**src/rtl/mem_port_arbiter.sv**
```systemverilog
// Two-requester (IF fetch, MEM load/store) arbiter for one DataMemory port; valid at WAIT_CYCLES+1 after grant request.
// Requesters are held off by combinational stalls; define ARB_ROUND_ROBIN_EN for alternating grants under contention.
module mem_port_arbiter #(
   parameter int ADDR_W      = 9,
   parameter int DATA_W      = 32,
   parameter int WAIT_CYCLES = 1
) (
   input  logic              clk,
   input  logic              reset,
   input  logic              if_req,
   input  logic [ADDR_W-1:0] if_addr,
   output logic [DATA_W-1:0] if_rdata,
   output logic              if_valid,
   output logic              if_stall,
   input  logic              mem_req,
   input  logic              mem_rw,
   input  logic [1:0]        mem_size,
   input  logic              mem_se,
   input  logic [ADDR_W-1:0] mem_addr,
   input  logic [DATA_W-1:0] mem_wdata,
   output logic [DATA_W-1:0] mem_rdata,
   output logic              mem_valid,
   output logic              mem_stall,
   output logic              port_e,
   output logic              port_rw,
   output logic [1:0]        port_size,
   output logic              port_se,
   output logic [ADDR_W-1:0] port_a,
   output logic [DATA_W-1:0] port_di,
   input  logic [DATA_W-1:0] port_do
);

   typedef enum logic [1:0] {IDLE, BUSY_IF, BUSY_MEM} state_t;

   localparam logic       SRC_IF   = 1'b0;
   localparam logic       SRC_MEM  = 1'b1;
   localparam logic [3:0] CNT_INIT = 4'(WAIT_CYCLES - 1);

   state_t              state_q;
   logic [3:0]          cnt_q;
   logic                last_src_q;
   logic                port_e_q, port_rw_q, port_se_q;
   logic [1:0]          port_size_q;
   logic [ADDR_W-1:0]   port_a_q;
   logic [DATA_W-1:0]   port_di_q;
   logic                if_valid_q, mem_valid_q;
   logic [DATA_W-1:0]   if_rdata_q, mem_rdata_q;

   logic if_qual, mem_qual, pick_mem, grant_mem, grant_if;

   // A requester is masked during its own valid cycle so a held req is not re-served.
   assign if_qual  = if_req  & ~if_valid_q;
   assign mem_qual = mem_req & ~mem_valid_q;

`ifdef ARB_ROUND_ROBIN_EN
   assign pick_mem = (last_src_q == SRC_IF);
`else
   assign pick_mem = last_src_q | 1'b1;
`endif

   assign grant_mem = mem_qual & (~if_qual | pick_mem);
   assign grant_if  = if_qual & ~grant_mem;

   always_ff @(posedge clk) begin
      if (!reset) begin
         state_q     <= IDLE;
         cnt_q       <= '0;
         last_src_q  <= SRC_MEM;
         port_e_q    <= 1'b0;
         port_rw_q   <= 1'b0;
         port_size_q <= 2'b00;
         port_se_q   <= 1'b0;
         port_a_q    <= '0;
         port_di_q   <= '0;
         if_valid_q  <= 1'b0;
         mem_valid_q <= 1'b0;
         if_rdata_q  <= '0;
         mem_rdata_q <= '0;
      end else begin
         if_valid_q  <= 1'b0;
         mem_valid_q <= 1'b0;
         case (state_q)
            IDLE: begin
               if (grant_mem) begin
                  state_q     <= BUSY_MEM;
                  cnt_q       <= CNT_INIT;
                  port_e_q    <= 1'b1;
                  port_rw_q   <= mem_rw;
                  port_size_q <= mem_size;
                  port_se_q   <= mem_se;
                  port_a_q    <= mem_addr;
                  port_di_q   <= mem_wdata;
               end else if (grant_if) begin
                  state_q     <= BUSY_IF;
                  cnt_q       <= CNT_INIT;
                  port_e_q    <= 1'b1;
                  port_rw_q   <= 1'b0;
                  port_size_q <= 2'b10;
                  port_se_q   <= 1'b0;
                  port_a_q    <= if_addr;
                  port_di_q   <= '0;
               end
            end
            BUSY_IF: begin
               if (cnt_q != 4'd0) begin
                  cnt_q <= cnt_q - 4'd1;
               end else begin
                  if_rdata_q <= port_do;
                  if_valid_q <= 1'b1;
                  port_e_q   <= 1'b0;
                  state_q    <= IDLE;
                  last_src_q <= SRC_IF;
               end
            end
            BUSY_MEM: begin
               if (cnt_q != 4'd0) begin
                  cnt_q <= cnt_q - 4'd1;
               end else begin
                  if (!port_rw_q) mem_rdata_q <= port_do;
                  mem_valid_q <= 1'b1;
                  port_e_q    <= 1'b0;
                  state_q     <= IDLE;
                  last_src_q  <= SRC_MEM;
               end
            end
            default: state_q <= IDLE;
         endcase
      end
   end

   assign if_rdata  = if_rdata_q;
   assign if_valid  = if_valid_q;
   assign if_stall  = if_req & ~if_valid_q;
   assign mem_rdata = mem_rdata_q;
   assign mem_valid = mem_valid_q;
   assign mem_stall = mem_req & ~mem_valid_q;
   assign port_e    = port_e_q;
   assign port_rw   = port_rw_q;
   assign port_size = port_size_q;
   assign port_se   = port_se_q;
   assign port_a    = port_a_q;
   assign port_di   = port_di_q;

endmodule

```
**config.mk**
```make
export PLATFORM = sky130hd
export DESIGN_NAME = mem_port_arbiter
export DESIGN_NICKNAME = d
export VERILOG_FILES = /design/src/rtl/mem_port_arbiter.sv
export SDC_FILE = /design/constraint.sdc
export NUM_CORES = 1
export LEC_CHECK = 0
export CAP_MARGIN = 25
export CORE_UTILIZATION = 41
export CTS_CLUSTER_SIZE = 16
export DETAILED_ROUTE_END_ITERATION = 6
export GPL_TIMING_DRIVEN = 0
export PLACE_DENSITY = 0.76
export SLEW_MARGIN = 20
export SYNTH_ARGS = -nofsm -noshare
export SYNTH_HDL_FRONTEND = slang
export SYNTH_SLANG_ARGS = --single-unit
```
**constraint.sdc**
```tcl
create_clock -name clk -period 1.7 [get_ports clk]
set_clock_uncertainty 0.05 [all_clocks]
set_input_delay 0.255 -clock clk [delete_from_list [all_inputs] [get_ports clk]]
set_output_delay 0.255 -clock clk [all_outputs]
set_load 0.02 [all_outputs]
```
# Word level (Yosys, flattened, before mapping)
# Index checks and enable logic that the tools add are counted.
# op_classes
add_sub_neg,1
n_mul,0
div_mod_pow,0
n_lt_le_gt_ge,0
eq_ne,5
n_shift,0
n_mux,22
bitwise_logic,8
reduce_logical,13
# op_table
op,n
two-way mux 32 bit,2
two-way mux 9 bit,2
two-way mux 4 bit,3
two-way mux 2 bit,5
AND reduction 2 bit,5
AND reduction 3 bit,3
case mux 4 bit (2 select lines),1
two-way mux 1 bit,7
NOT 1 bit,5
case mux 2 bit (2 select lines),1
nonzero test 2 bit,2
nonzero test 4 bit,1
subtractor 4 x 1 -> 4 bit (second input constant),1
bitwise AND 1 bit,3
inequality test 3 bit (second input constant),1
equality test 2 x 1 -> 1 bit (second input constant),1
equality test 2 bit (second input constant),1
logical NOT 2 bit,1
inequality test 2 x 1 -> 1 bit (second input constant),1
inequality test 2 bit (second input constant),1
case mux 1 bit (2 select lines),1
OR reduction 2 bit,1
# totals
register_bits,118
latchBits,0
mem_bits_rw,0
mem_bits_ro,0
elab_cells,61
n_memories,0

# Depth between registers and ports, before layout
# logic_depth
ltp_word,7
depth_mapped,8

# Worst setup path after synthesis
# No wires, ideal clock.
# synth_timing
kind,reg2reg
from,register if_valid_q (netlist: if_valid)
to,register port_di_q[0] (netlist: port_di[0])
setup_time_ns,0.065
t_arrival_ns,1.450
path_slack_ns,0.135
path_stages_with_launch,7
synth_period_minus_slack_ns,1.565
path_cell_list,dfxtp_1 > nand2b_1 > inv_1 > o21ai_2 > buf_2 > a22oi_1 > nor2_1
# synth_via
elab_chain_cells,5
# synth_rtl
element,line,text
"start, declared",46,"logic if_valid_q, mem_valid_q;"
"start signal, assigned",75,if_valid_q <= 1'b0;
"start signal, assigned",80,if_valid_q <= 1'b0;
"start signal, assigned",109,if_valid_q <= 1'b1;
NOT 1 bit,n/a,
bitwise AND 1 bit,n/a,
via if_stall,14,"output logic if_stall,"
bitwise AND 1 bit,62,assign grant_if = if_qual & ~grant_mem;
nonzero test 2 bit (no line),n/a,
AND reduction 2 bit (no line),n/a,
"end signal, assigned",92,port_di_q <= mem_wdata;
"end, declared",45,logic [DATA_W-1:0] port_di_q;
# The timed path passes the listed nets, and every way through them passes these cells.
# A chain may end at the register's enable or synchronous reset.

# Final worst setup path
# layout_timing
from,register cnt_q[0]
to,register mem_rdata_q[12] (netlist: mem_rdata[12])
# layout_via
elab_chain_cells,3
# layout_rtl
element,line,text
"start, declared",40,logic [3:0] cnt_q;
"start signal, assigned",106,cnt_q <= cnt_q - 4'd1;
"start signal, assigned",117,cnt_q <= cnt_q - 4'd1;
nonzero test 4 bit,116,if (cnt_q != 4'd0) begin
NOT 1 bit (no line),n/a,
AND reduction 3 bit (no line),n/a,
"end signal, assigned",119,if (!port_rw_q) mem_rdata_q <= port_do;
"end, declared",47,"logic [DATA_W-1:0] if_rdata_q, mem_rdata_q;"
# No other way between the ends.

==> results_dict.tcl <==
set metrics [dict create \
    status "complete, but fails checks" \
    violations "setup timing" \
    r2r_cells 10 \
    instances_no_fill 906 \
    routed_wl_um 14600 \
    min_path_cells 3 \
    firstDrtPassIters 4 \
    finalSetupTns_ns -0.277 \
    grtUsageTotal_pct 25.4 \
    drcViolationCount 0 \
    setup_viol 20 \
    r2r_slack_ns -0.03 \
    synth_top_area_share_pct 53.7 \
    clk_pin_slew_worst_paths_ns 0.06 \
    synth_area_leader_cell "dfxtp_1" \
    grt_first_pass_wirelength_um 22300 \
    final_area_um2 7630 \
    hold_violations 0 \
    startpoint_type "flop" \
    synth_edf_count 0 \
    nets 852 \
    ant_nets 0 \
    gp_congestion 0.822 \
    cp_data_required_time_ns 2.02 \
    critical-path-top-delay-family "buffers and inverters" \
    max_freq_ghz 0.577 \
    start_util_pct 42.4 \
    maxCapViolCount 0 \
    overflow 0 \
    portBuffers 202 \
    cp_slowest_cell "dfxtp_2" \
    worstPathArrival_ns 2.05 \
    clock_latency_ns 0.52 \
    cts_htree_levels 4 \
    synth.distinct_cells 35 \
    core_um2 10400 \
    seq_area_frac_synth_pct 53.7 \
    via_count 4631 \
    synthFlopType "dfxtp_1" \
    clk_root_buffer_cell "clkbuf_8" \
    tritoncts "built" \
    yosys-top-cells-area "dfxtp_1, nand2_1, a22oi_1" \
    max_slew.worst_pin.slew_ns 0.654 \
    drive_above_1_share_pct 23.0 \
    cp_num_buf_inv 5 \
    cts_sinks 118 \
    vdd_drop_max_v 0.000670 \
    hold_class "primary input to flop" \
    antenna_found_initial 0 \
    die_w_um 106 \
    drtIter0Drc 204 \
    num_io_pins 204 \
    placementRows 37 \
    ys_async_sr_fraction_pct 0 \
    ys_ff_latch 118 \
    final_common_cell "nand2_1" \
    fin_ws_ns -0.0317 \
    dp_cells 853 \
    dieArea_um2 11100 \
    vias_per_cell 5.11 \
    wl_per_cell_um 16.1 \
    syn_avg_cell_area_um2 8.54 \
    grt_max_degree 17 \
    cts_buffer_depth 2 \
    placed_area_um2 6590 \
    synth_area_um2 4400 \
    path_cells "inv_4 > ha_4 > nor3b_4 > buf_4 > buf_6 > and3b_1 > buf_6 > buf_6 > nand2_1 > a21oi_1" \
    synthCells 515 \
    slew_headroom_pct 56.4 \
    post-dp-hpwl_um 9790 \
    worst-path-stages 10 \
    cp_common_cell "buf_6" \
    crit_fanout 8 \
    period_needed_ns 1.73 \
    layout_common_cells "nand2_1, dfxtp_1, dlygate4sd2_1" \
    pre_cts_slack_ns -0.448 \
    postSynthNetCount 610 \
    yosysWarnings 0 \
    slowest_delay_ns 0.35 \
    p_leak_uw 0.00338 \
    end_kind "flop" \
    antenna_cells 0 \
    die_y_um 106 \
    rsz0062_at_grt "yes" \
    powerDensity_nw_per_um2 1080 \
    path_class "flop to flop" \
    grt_pass1_vias 4562 \
    maxSlewViolCount 0 \
    cts_buffers 17 \
    p_total_uw 8260 \
    period_share_pct 102 \
    area_delta_synth_final_pct 73.6 \
]
[report_power, final]
| group | switching, uW | total, uW | leakage, uW | internal [uW] |
|---|---|---|---|---|
| sequential | 106 | 3080 | 0.000964 | 2970 |
| clock | 1310 | 3450 | 0.000274 | 2130 |
| combinational | 956 | 1740 | 0.00214 | 788 |
| total | 2380 | 8260 | 0.00338 | 5890 |
[sequential cells by signal, summed over array words and instances (netlist names)]
| signal | cells |
|---|---|
| if_valid | 1 |
| mem_rdata | 32 |
| port_e | 1 |
| state_q | 2 |
| port_rw | 1 |
| mem_valid | 1 |
| if_rdata | 32 |
| port_a | 9 |
| port_di | 32 |
| port_se | 1 |
| port_size | 2 |
| cnt_q | 4 |
[worst register-to-register path: stages, from the launching register on]
cell and delay [ns]:
dfxtp_2 0.35, inv_4 0.05, ha_4 0.15, nor3b_4 0.14, buf_4 0.14, buf_6 0.11
and3b_1 0.18, buf_6 0.15, buf_6 0.14, nand2_1 0.07, a21oi_1 0.06
[stage by stage]
step                      hold WS, ns  utilization [%]
after floorplan                 0.341                -
after global placement          0.392             63.5
final                           0.266             73.6
after detailed placement        0.397             63.5
after global routing            0.259             73.6
after CTS                       0.245             70.0
[cells in the mapped netlist (2+ instances only)]
cell,instances
buf_6,6
clkbuf_1,17
a22oi_1,35
a21oi_1,51
dfxtp_1,118
buf_2,11
a21oi_2,15
and3_1,2
nor2_1,49
buf_1,2
ha_1,5
a311oi_1,10
and2_1,2
inv_1,7
buf_4,3
a211oi_1,3
nand2b_1,4
nand2_1,157
a31oi_1,2
[routing by layer]
| metal | wire length, um | GRT usage [%] | vias to the layer above | share of wire [%] |
|---|---|---|---|---|
| met1 | 6140 | 29.8 | 2181 | 42 |
| li1 | - | - | 2225 | - |
| met2 | 7020 | 43.5 | 200 | 48 |
| met3 | 1140 | 7.92 | 25 | 7.8 |
| met4 | 294 | 9.52 | 0 | 2.0 |
| met5 | 0 | 0 | - | 0 |
[path summary, 6_finish.rpt]
path,from,to
worst max-delay path,cnt_q[0],mem_rdata[12]
worst min-delay path,port_do[31],if_rdata[31]
worst max register to register,cnt_q[0],mem_rdata[12]
worst min register to register,mem_rdata[10],mem_rdata[10]
[area by class of cell]
cell class / instances / area, um^2
Clock buffer: 18 / 428
Clock inverter: 14 / 149
Fill cell: 802 / 2740
Timing Repair Buffer: 226 / 2130
Buffer: 36 / 277
Sequential cell: 118 / 2370
Inverter: 8 / 35.0
Tap cell: 136 / 170
Multi-Input combinational cell: 350 / 2080
[kinds of logic (layout without fill, tap and decap cells)]
family / after synthesis / after routing / share of synthesized area (%)
adders and majority gates: 5 / 5 / 1.42
buffers and inverters: 47 / 302 / 5.61
DFF: 118 / 118 / 53.7
AOI/OAI and AO/OA: 124 / 124 / 19.2
and+or+nand+nor: 221 / 221 / 20.1
[repair_timing]
| action | in CTS | in global routing |
|---|---|---|
| gates resized for setup | 174 | 76 |
| hold buffers | 1 | 0 |
| pin swaps | 10 | 13 |
| setup endpoints to repair | 216 | 100 |
| endpoints found under the hold margin | 2 | 0 |
| cloned | 4 | 3 |
| setup buffers | 9 | 7 |
No activity file was read; power rests on OpenSTA's default activity.
